### src/rtl/regfile_mp.sv
// Multi-port integer register file with prioritised writes, optional bypass,
// optional hardwired x0 and a one-entry-per-cycle sweep-clear engine.
module regfile_mp #(
    parameter int XLEN     = 32,
    parameter int NREGS    = 32,
    parameter int NRD      = 2,
    parameter int NWR      = 2,
    parameter int ZERO_REG = 1,
    parameter int BYPASS   = 1
) (
    input  logic                            clk,
    input  logic                            rst,
    input  logic                            clr_req,
    output logic                            busy,
    input  logic [NRD*$clog2(NREGS)-1:0]    rd_addr,
    output logic [NRD*XLEN-1:0]             rd_data,
    input  logic [NWR-1:0]                  wr_en,
    input  logic [NWR*$clog2(NREGS)-1:0]    wr_addr,
    input  logic [NWR*XLEN-1:0]             wr_data
);

    localparam int AW = $clog2(NREGS);

    typedef enum logic {
        S_IDLE,
        S_CLEAR
    } state_t;

    state_t          r_state;
    state_t          w_next;
    logic [AW-1:0]   r_cnt;
    logic [XLEN-1:0] r_regs [NREGS];

    logic            w_idle;
    logic            w_last;
    logic [AW-1:0]   w_waddr [NWR];
    logic [XLEN-1:0] w_wdata [NWR];
    logic [NWR-1:0]  w_wsup;
    logic [AW-1:0]   w_raddr [NRD];
    logic [XLEN-1:0] w_rval  [NRD];

    assign w_idle = (r_state == S_IDLE);
    assign w_last = (r_cnt == AW'(NREGS - 1));

    always_ff @(posedge clk or posedge rst) begin
        if (rst) begin
            r_state <= S_IDLE;
        end else begin
            r_state <= w_next;
        end
    end

    always_comb begin
        w_next = r_state;
        case (r_state)
            S_IDLE:  if (clr_req) w_next = S_CLEAR;
            S_CLEAR: if (w_last) w_next = S_IDLE;
            default: w_next = S_IDLE;
        endcase
    end

    always_comb begin
        busy = (r_state == S_CLEAR);
    end

    // Counter rests at 0 in IDLE so the sweep always starts at entry 0
    always_ff @(posedge clk or posedge rst) begin
        if (rst) begin
            r_cnt <= '0;
        end else if (w_idle) begin
            r_cnt <= '0;
        end else begin
            r_cnt <= r_cnt + AW'(1);
        end
    end

    always_comb begin
        for (int j = 0; j < NWR; j++) begin
            w_waddr[j] = wr_addr[j*AW +: AW];
            w_wdata[j] = wr_data[j*XLEN +: XLEN];
            w_wsup[j]  = (ZERO_REG != 0) && (w_waddr[j] == '0);
        end
    end

    // Ascending port loop: the last assignment, i.e. the highest port, wins
    always_ff @(posedge clk or posedge rst) begin
        if (rst) begin
            for (int k = 0; k < NREGS; k++) begin
                r_regs[k] <= '0;
            end
        end else if (!w_idle) begin
            r_regs[r_cnt] <= '0;
        end else begin
            for (int j = 0; j < NWR; j++) begin
                if (wr_en[j] && !w_wsup[j]) begin
                    r_regs[w_waddr[j]] <= w_wdata[j];
                end
            end
        end
    end

    always_comb begin
        for (int i = 0; i < NRD; i++) begin
            w_raddr[i] = rd_addr[i*AW +: AW];
            w_rval[i]  = r_regs[w_raddr[i]];
            if ((BYPASS != 0) && w_idle) begin
                for (int j = 0; j < NWR; j++) begin
                    if (wr_en[j] && !w_wsup[j] && (w_waddr[j] == w_raddr[i])) begin
                        w_rval[i] = w_wdata[j];
                    end
                end
            end
            if ((ZERO_REG != 0) && (w_raddr[i] == '0)) begin
                w_rval[i] = '0;
            end
        end
    end

    always_comb begin
        rd_data = '0;
        for (int i = 0; i < NRD; i++) begin
            rd_data[i*XLEN +: XLEN] = rst ? '0 : w_rval[i];
        end
    end

endmodule

### config.mk
export PLATFORM = sky130hd
export DESIGN_NAME = regfile_mp
export DESIGN_NICKNAME = d
export VERILOG_FILES = /design/src/rtl/regfile_mp.sv
export SDC_FILE = /design/constraint.sdc
export NUM_CORES = 2
export LEC_CHECK = 0
export BUFFER_PORTS_ARGS = -buffer_cell sky130_fd_sc_hd__buf_4
export CORE_MARGIN = 2
export CORE_UTILIZATION = 39
export CTS_BUF_LIST = sky130_fd_sc_hd__clkbuf_16
export DETAILED_ROUTE_END_ITERATION = 7
export SLEW_MARGIN = 20
export SYNTH_ARGS = -nofsm -noshare
export SYNTH_HDL_FRONTEND = slang
export SYNTH_SLANG_ARGS = --single-unit
### constraint.sdc
create_clock -name clk -period 47.4 [get_ports clk]
set_input_delay 7.11 -clock clk [delete_from_list [all_inputs] [get_ports clk]]
set_output_delay 7.11 -clock clk [all_outputs]
set_load 0.1 [all_outputs]
=== After elaboration in Yosys (flattened, before gate mapping) ===
Index checks and enable logic that the tools add are counted.

* Flip-flop bits (word level): 1030
* Bits of input ports: 89
* Output and inout port bits: 65
* Word-level logic and storage cells: 103

* Add/subtract/negate cells: 1
* Magnitude comparators: 8
* Equal/unequal tests: 5
* Muxes and demuxes: 32
* Bitwise logic cells: 8
* Reductions and logical operators: 15

{| class="wikitable"
|+ Operators with widths
! cell !! count
|-
| $mux 1024 || 4
|-
| $bwmux 1024 || 2
|-
| $and 1024x1024->1024 || 1
|-
| $not 1024->1024 || 1
|-
| $mux 32 || 17
|-
| $demux 32 s5 || 3
|-
| $bmux 32 s5 || 2
|-
| $ge 6x6->1 const B || 5
|-
| $not 5->6 || 5
|-
| $eq 5x5->1 || 4
|-
| $logic_not 5->1 || 4
|-
| $lt 6x1->1 const B || 3
|-
| $logic_and 1x1->1 || 9
|-
| $add 5x1->5 const B || 1
|-
| $eq 5x5->1 const B || 1
|-
| $mux 5 || 1
|-
| $logic_not 1->1 || 2
|-
| $mux 1 || 2
|-
| $pmux 1 s2 || 1
|-
| $not 1->1 || 1
|}

=== Longest topological paths before layout ===
* Depth in word-level cells: 11
* Depth in mapped cells: 10
* Mapped depth without buffers: 6

=== Worst setup path after synthesis ===
OpenSTA, ideal clock, no wires.

* Path type: input-to-output
* Start: input wr_addr[5]
* End: output rd_data[10]
* Data arrival time: 9.453 ns
* Data required time: 40.290 ns
* Setup slack: 30.837 ns
* Cell stages on the path: 9
* Path buffers: 3
* Cells stage by stage: clkbuf_1 -> nor2_1 -> a21bo_2 -> or4_1 -> clkbuf_1 -> clkbuf_1 -> nand3_1 -> a21o_1 -> nand3_1

* Longest elaborated chain between the ends: 8
* Elaborated cells between the ends (all ways): 9
* Classes of those cells: eq/ne (1); mux (4); reduce/logical (4)

{| class="wikitable"
|+ RTL lines
! what !! RTL line !! text
|-
| start, declared || 18 || <nowiki>input logic [NWR*$clog2(NREGS)-1:0] wr_addr,</nowiki>
|-
| $logic_not 5->1 || 81 || <nowiki>w_wsup[j] = (ZERO_REG != 0) && (w_waddr[j] == '0);</nowiki>
|-
| $logic_not 1->1 || 108 || <nowiki>if (wr_en[j] && !w_wsup[j] && (w_waddr[j] == w_raddr[i])) begin</nowiki>
|-
| $logic_and 1x1->1 || 108 ||
|-
| $logic_and 1x1->1 * || 108 ||
|-
| $mux 32 * || 108 ||
|-
| $mux 32 * || 106 || <nowiki>if ((BYPASS != 0) && w_idle) begin</nowiki>
|-
| $mux 32 * || 113 || <nowiki>if ((ZERO_REG != 0) && (w_raddr[i] == '0)) begin</nowiki>
|-
| $mux 32 * || 122 || <nowiki>rd_data[i*XLEN +: XLEN] = rst ? '0 : w_rval[i];</nowiki>
|-
| end, declared || 16 || <nowiki>output logic [NRD*XLEN-1:0] rd_data,</nowiki>
|}

Every way passes the cells marked *; elsewhere a longest branch is shown, timed or not.

=== Worst setup path after layout ===
* Start: input rd_addr[5]
* End: output rd_data[46]

* Longest elaborated chain between the ends: 9
* Elaborated cells between the ends (all ways): 14
* Classes of those cells: eq/ne (2); mux (8); bitwise (1); reduce/logical (3)

{| class="wikitable"
|+ RTL lines
! what !! RTL line !! text
|-
| start, declared || 15 || <nowiki>input logic [NRD*$clog2(NREGS)-1:0] rd_addr,</nowiki>
|-
| $not 5->6 (not written as such) || 105 || <nowiki>w_rval[i] = r_regs[w_raddr[i]];</nowiki>
|-
| $bmux 32 s5 || 105 ||
|-
| $mux 32 (not written as such) (2 in series) || 105 ||
|-
| $mux 32 (2 in series) || 108 ||
|-
| $mux 32 || 106 ||
|-
| $mux 32 * || 113 ||
|-
| $mux 32 * || 122 ||
|}

Every way passes the cells marked *; elsewhere a longest branch is shown, timed or not. The select of a mux whose other input is x is not followed.

==> flow_summary.json <==
{
  "status": "finished with violations",
  "violations": "design-rule violations",
  "cts_root_buf": "clkbuf_16",
  "switching_share_pct": 40.4,
  "antenna_found_initial": 32,
  "setup_tns_ps": 0,
  "p_seq_share_pct": 38.3,
  "crit_required_ps": 40290,
  "startpoint": "rd_addr[5]",
  "final_cell_mix": "o21ai_0 (1665), nand2_1 (1548), nand3_1 (1057)",
  "period_share_pct": 40.3,
  "fmax_mhz": 52.3,
  "cts_hold_buf": 0,
  "syn_area_um2": 75900,
  "startpoint_type": "input port",
  "rows": 161,
  "io_pins": 154,
  "synthArstFlopShare_pct": 100,
  "r2r_start": "busy",
  "layout.cells.most_common": "o21ai_0",
  "maxSlewHeadroom_pct": 24.3,
  "critical_path_arrival_ps": 12010,
  "powerDensity_nw_per_um2": 40.1,
  "path_clk_slew_ps": 60,
  "die_w_um": 445,
  "slew_violations": 0,
  "antenna_left": 0,
  "skew_ps": 38.9,
  "yosys.area.top_type": "dfrtp_1",
  "cts_max_path_buffers": 3,
  "period_minus_slack_ps": 19120,
  "clock_latency_ps": 790,
  "ctsResizeCount": 0,
  "rr_endpoint": "r_regs[667]",
  "grt_pass1_vias": 76000,
  "fp.dieArea_um2": 198000,
  "cts_sinks": 1030,
  "routabilityCongestion": 0.947,
  "combPwrFrac_pct": 33.5,
  "first_pass_iters": 8,
  "total_leakage_power_uw": 0.0365,
  "crit_fanout": 69,
  "yosysWarnings": 0,
  "whs_path_depth": 1,
  "ys_top_cells_by_area": "dfrtp_1 (34%), o21ai_0 (11%), mux2i_1 (11%)",
  "post-route-util_pct": 42.5,
  "ff2ff_setup_slack_ps": 43400,
  "hold_viol": 0,
  "track_usage_pct": 36.1,
  "cts_tree": "yes",
  "avgViaCountPerCell": 7.07,
  "synth_seq_cells": 1030,
  "tightestPinTransition_ps": 1140,
  "dp.final_hpwl_mm": 202,
  "ys_seq_area_share_pct": 33.9,
  "min_path_type": "flip-flop to flip-flop",
  "critPathKind": "input port to output port",
  "grt_first_pass_wirelength_mm": 534,
  "core_area_um2": 193000,
  "r2r_cells": 5,
  "portBuffers": 153,
  "dr.first_iter.drc_count": 13400,
  "setup_viol_count_final": 0,
  "final_nets": 8882,
  "rsz0062_at_grt": "no",
  "cts_setup_buffers": 0,
  "netlist_instances": 9425,
  "power.internal_uw": 1960,
  "hold_end": "r_regs[1010]",
  "p_clk_share_pct": 28.2,
  "die_height_um": 445,
  "drt-wirelength-per-cell_um": 32.5,
  "cts_buffers": 118,
  "power.switching_uw": 1330,
  "overflow": 0,
  "cap_violations": 0,
  "htreeDepth": 3,
  "drive_gt1_share_pct": 9.94,
  "whs_ps": 512,
  "grt_start_max_net_pins": 171,
  "cp-end-kind": "output port",
  "synthesis.nets": 9519,
  "ir_worst_vdd_mv": 0.0313,
  "areaGrowthSynthToFinish_pct": 8.11,
  "via_count": 80900,
  "synth_top_area_share_pct": 33.9,
  "synth_cell_types": 42,
  "hold_start": "r_regs[1010]",
  "route.detailed.drc": 7,
  "synth_area_per_cell_um2": 8.06,
  "synth_edf_count": 0,
  "wirelength_mm": 371,
  "start_util_pct": 39.4,
  "synth_ff_type": "dfrtp_1"
}
[area by class of cell]
class | instances | area [µm²]
Sequential cell | 1030 | 25800
Timing Repair Buffer | 358 | 2790
Clock buffer | 122 | 3050
Clock inverter | 99 | 642
Inverter | 6 | 40.0
Fill cell | 18800 | 111000
Multi-Input combinational cell | 7274 | 46600
Tap cell | 2526 | 3160
Antenna cell | 18 | 45.0
[kinds of logic (layout without fill, tap and decap cells)]
kind of cell | count (synthesis) | count (layout) | synth area share [%]
xor+xnor | 22 | 22 | 0.254
mux | 1088 | 1088 | 18.6
buf+inv | 1121 | 585 | 5.80
simple gates | 3112 | 3112 | 17.5
fa+ha+maj | 5 | 5 | 0.0824
compound gates | 3047 | 3047 | 23.8
flops | 1030 | 1030 | 33.9
other cells | 0 | 18 | 0
[how the worst max path moves through the flow]
stage / endpoint / slack, ps / cells after the start
2_1_floorplan: busy / 11300 / 1
4_1_cts: rd_data[31] / 28490 / 11
5_1_grt: rd_data[31] / 28050 / 11
6_report: rd_data[46] / 28280 / 10
3_5_place_dp: rd_data[31] / 28500 / 11
3_3_place_gp: rd_data[31] / 28530 / 11
[state kept, by name, summed over array words and instances (netlist names)]
signal  cells
r_cnt       5
r_regs   1024
busy        1
[power groups by stage]
stage          Clock, µW  Combinational [µW]  Sequential [µW]
2_1_floorplan          0                 737             1200
3_3_place_gp           0                1030             1250
3_5_place_dp           0                1060             1260
4_1_cts              926                1060             1250
5_1_grt              961                1180             1280
6_report             930                1100             1260
[metal layers]
layer / vias up / GRT usage [%] / routed length [µm]
li1: 33100 / - / -
met1: 39300 / 44.3 / 130000
met2: 6664 / 52.1 / 155000
met3: 1800 / 11.8 / 51500
met4: 40 / 28.4 / 33900
met5: - / 0 / 241
[worst max-delay path: stages]
cell	delay, ps
buf_8	620
buf_4	780
buf_4	830
mux2i_1	200
o221ai_1	260
o22ai_1	130
a21oi_1	630
nand3_1	190
nand3_1	610
buf_4	420
[synthesized netlist by cell type, types with 4 or more instances]
cell type / instances
mux2i_1: 832
clkbuf_1: 921
nand3_1: 1061
nand2_1: 1591
a22o_1: 352
a21o_1: 64
nor3_1: 4
a31oi_1: 48
o221ai_1: 256
xor2_1: 7
nand3b_1: 7
and2_1: 35
nor3b_1: 6
dfrtp_1: 1030
xnor2_1: 15
inv_1: 6
buf_2: 149
mux4_2: 256
nor2b_1: 8
a41oi_1: 4
o211ai_1: 64
o22ai_1: 128
and3b_1: 5
buf_1: 40
a21oi_1: 461
nor2_1: 375
ha_1: 5
o21ai_0: 1665
[through the flow]
step / total power [µW] / instances / instance area [µm²] / setup slack (ps)
global placement: 2280 / 11200 / 78300 / 28530
finish: 3290 / 11400 / 82100 / 28280
detailed placement: 2320 / 11200 / 78300 / 28500
CTS: 3240 / 11400 / 82000 / 28490
global route: 3420 / 11400 / 82100 / 28050
floorplan: 1940 / 9425 / 75900 / 11300
(Power assumes the default switching activity.)
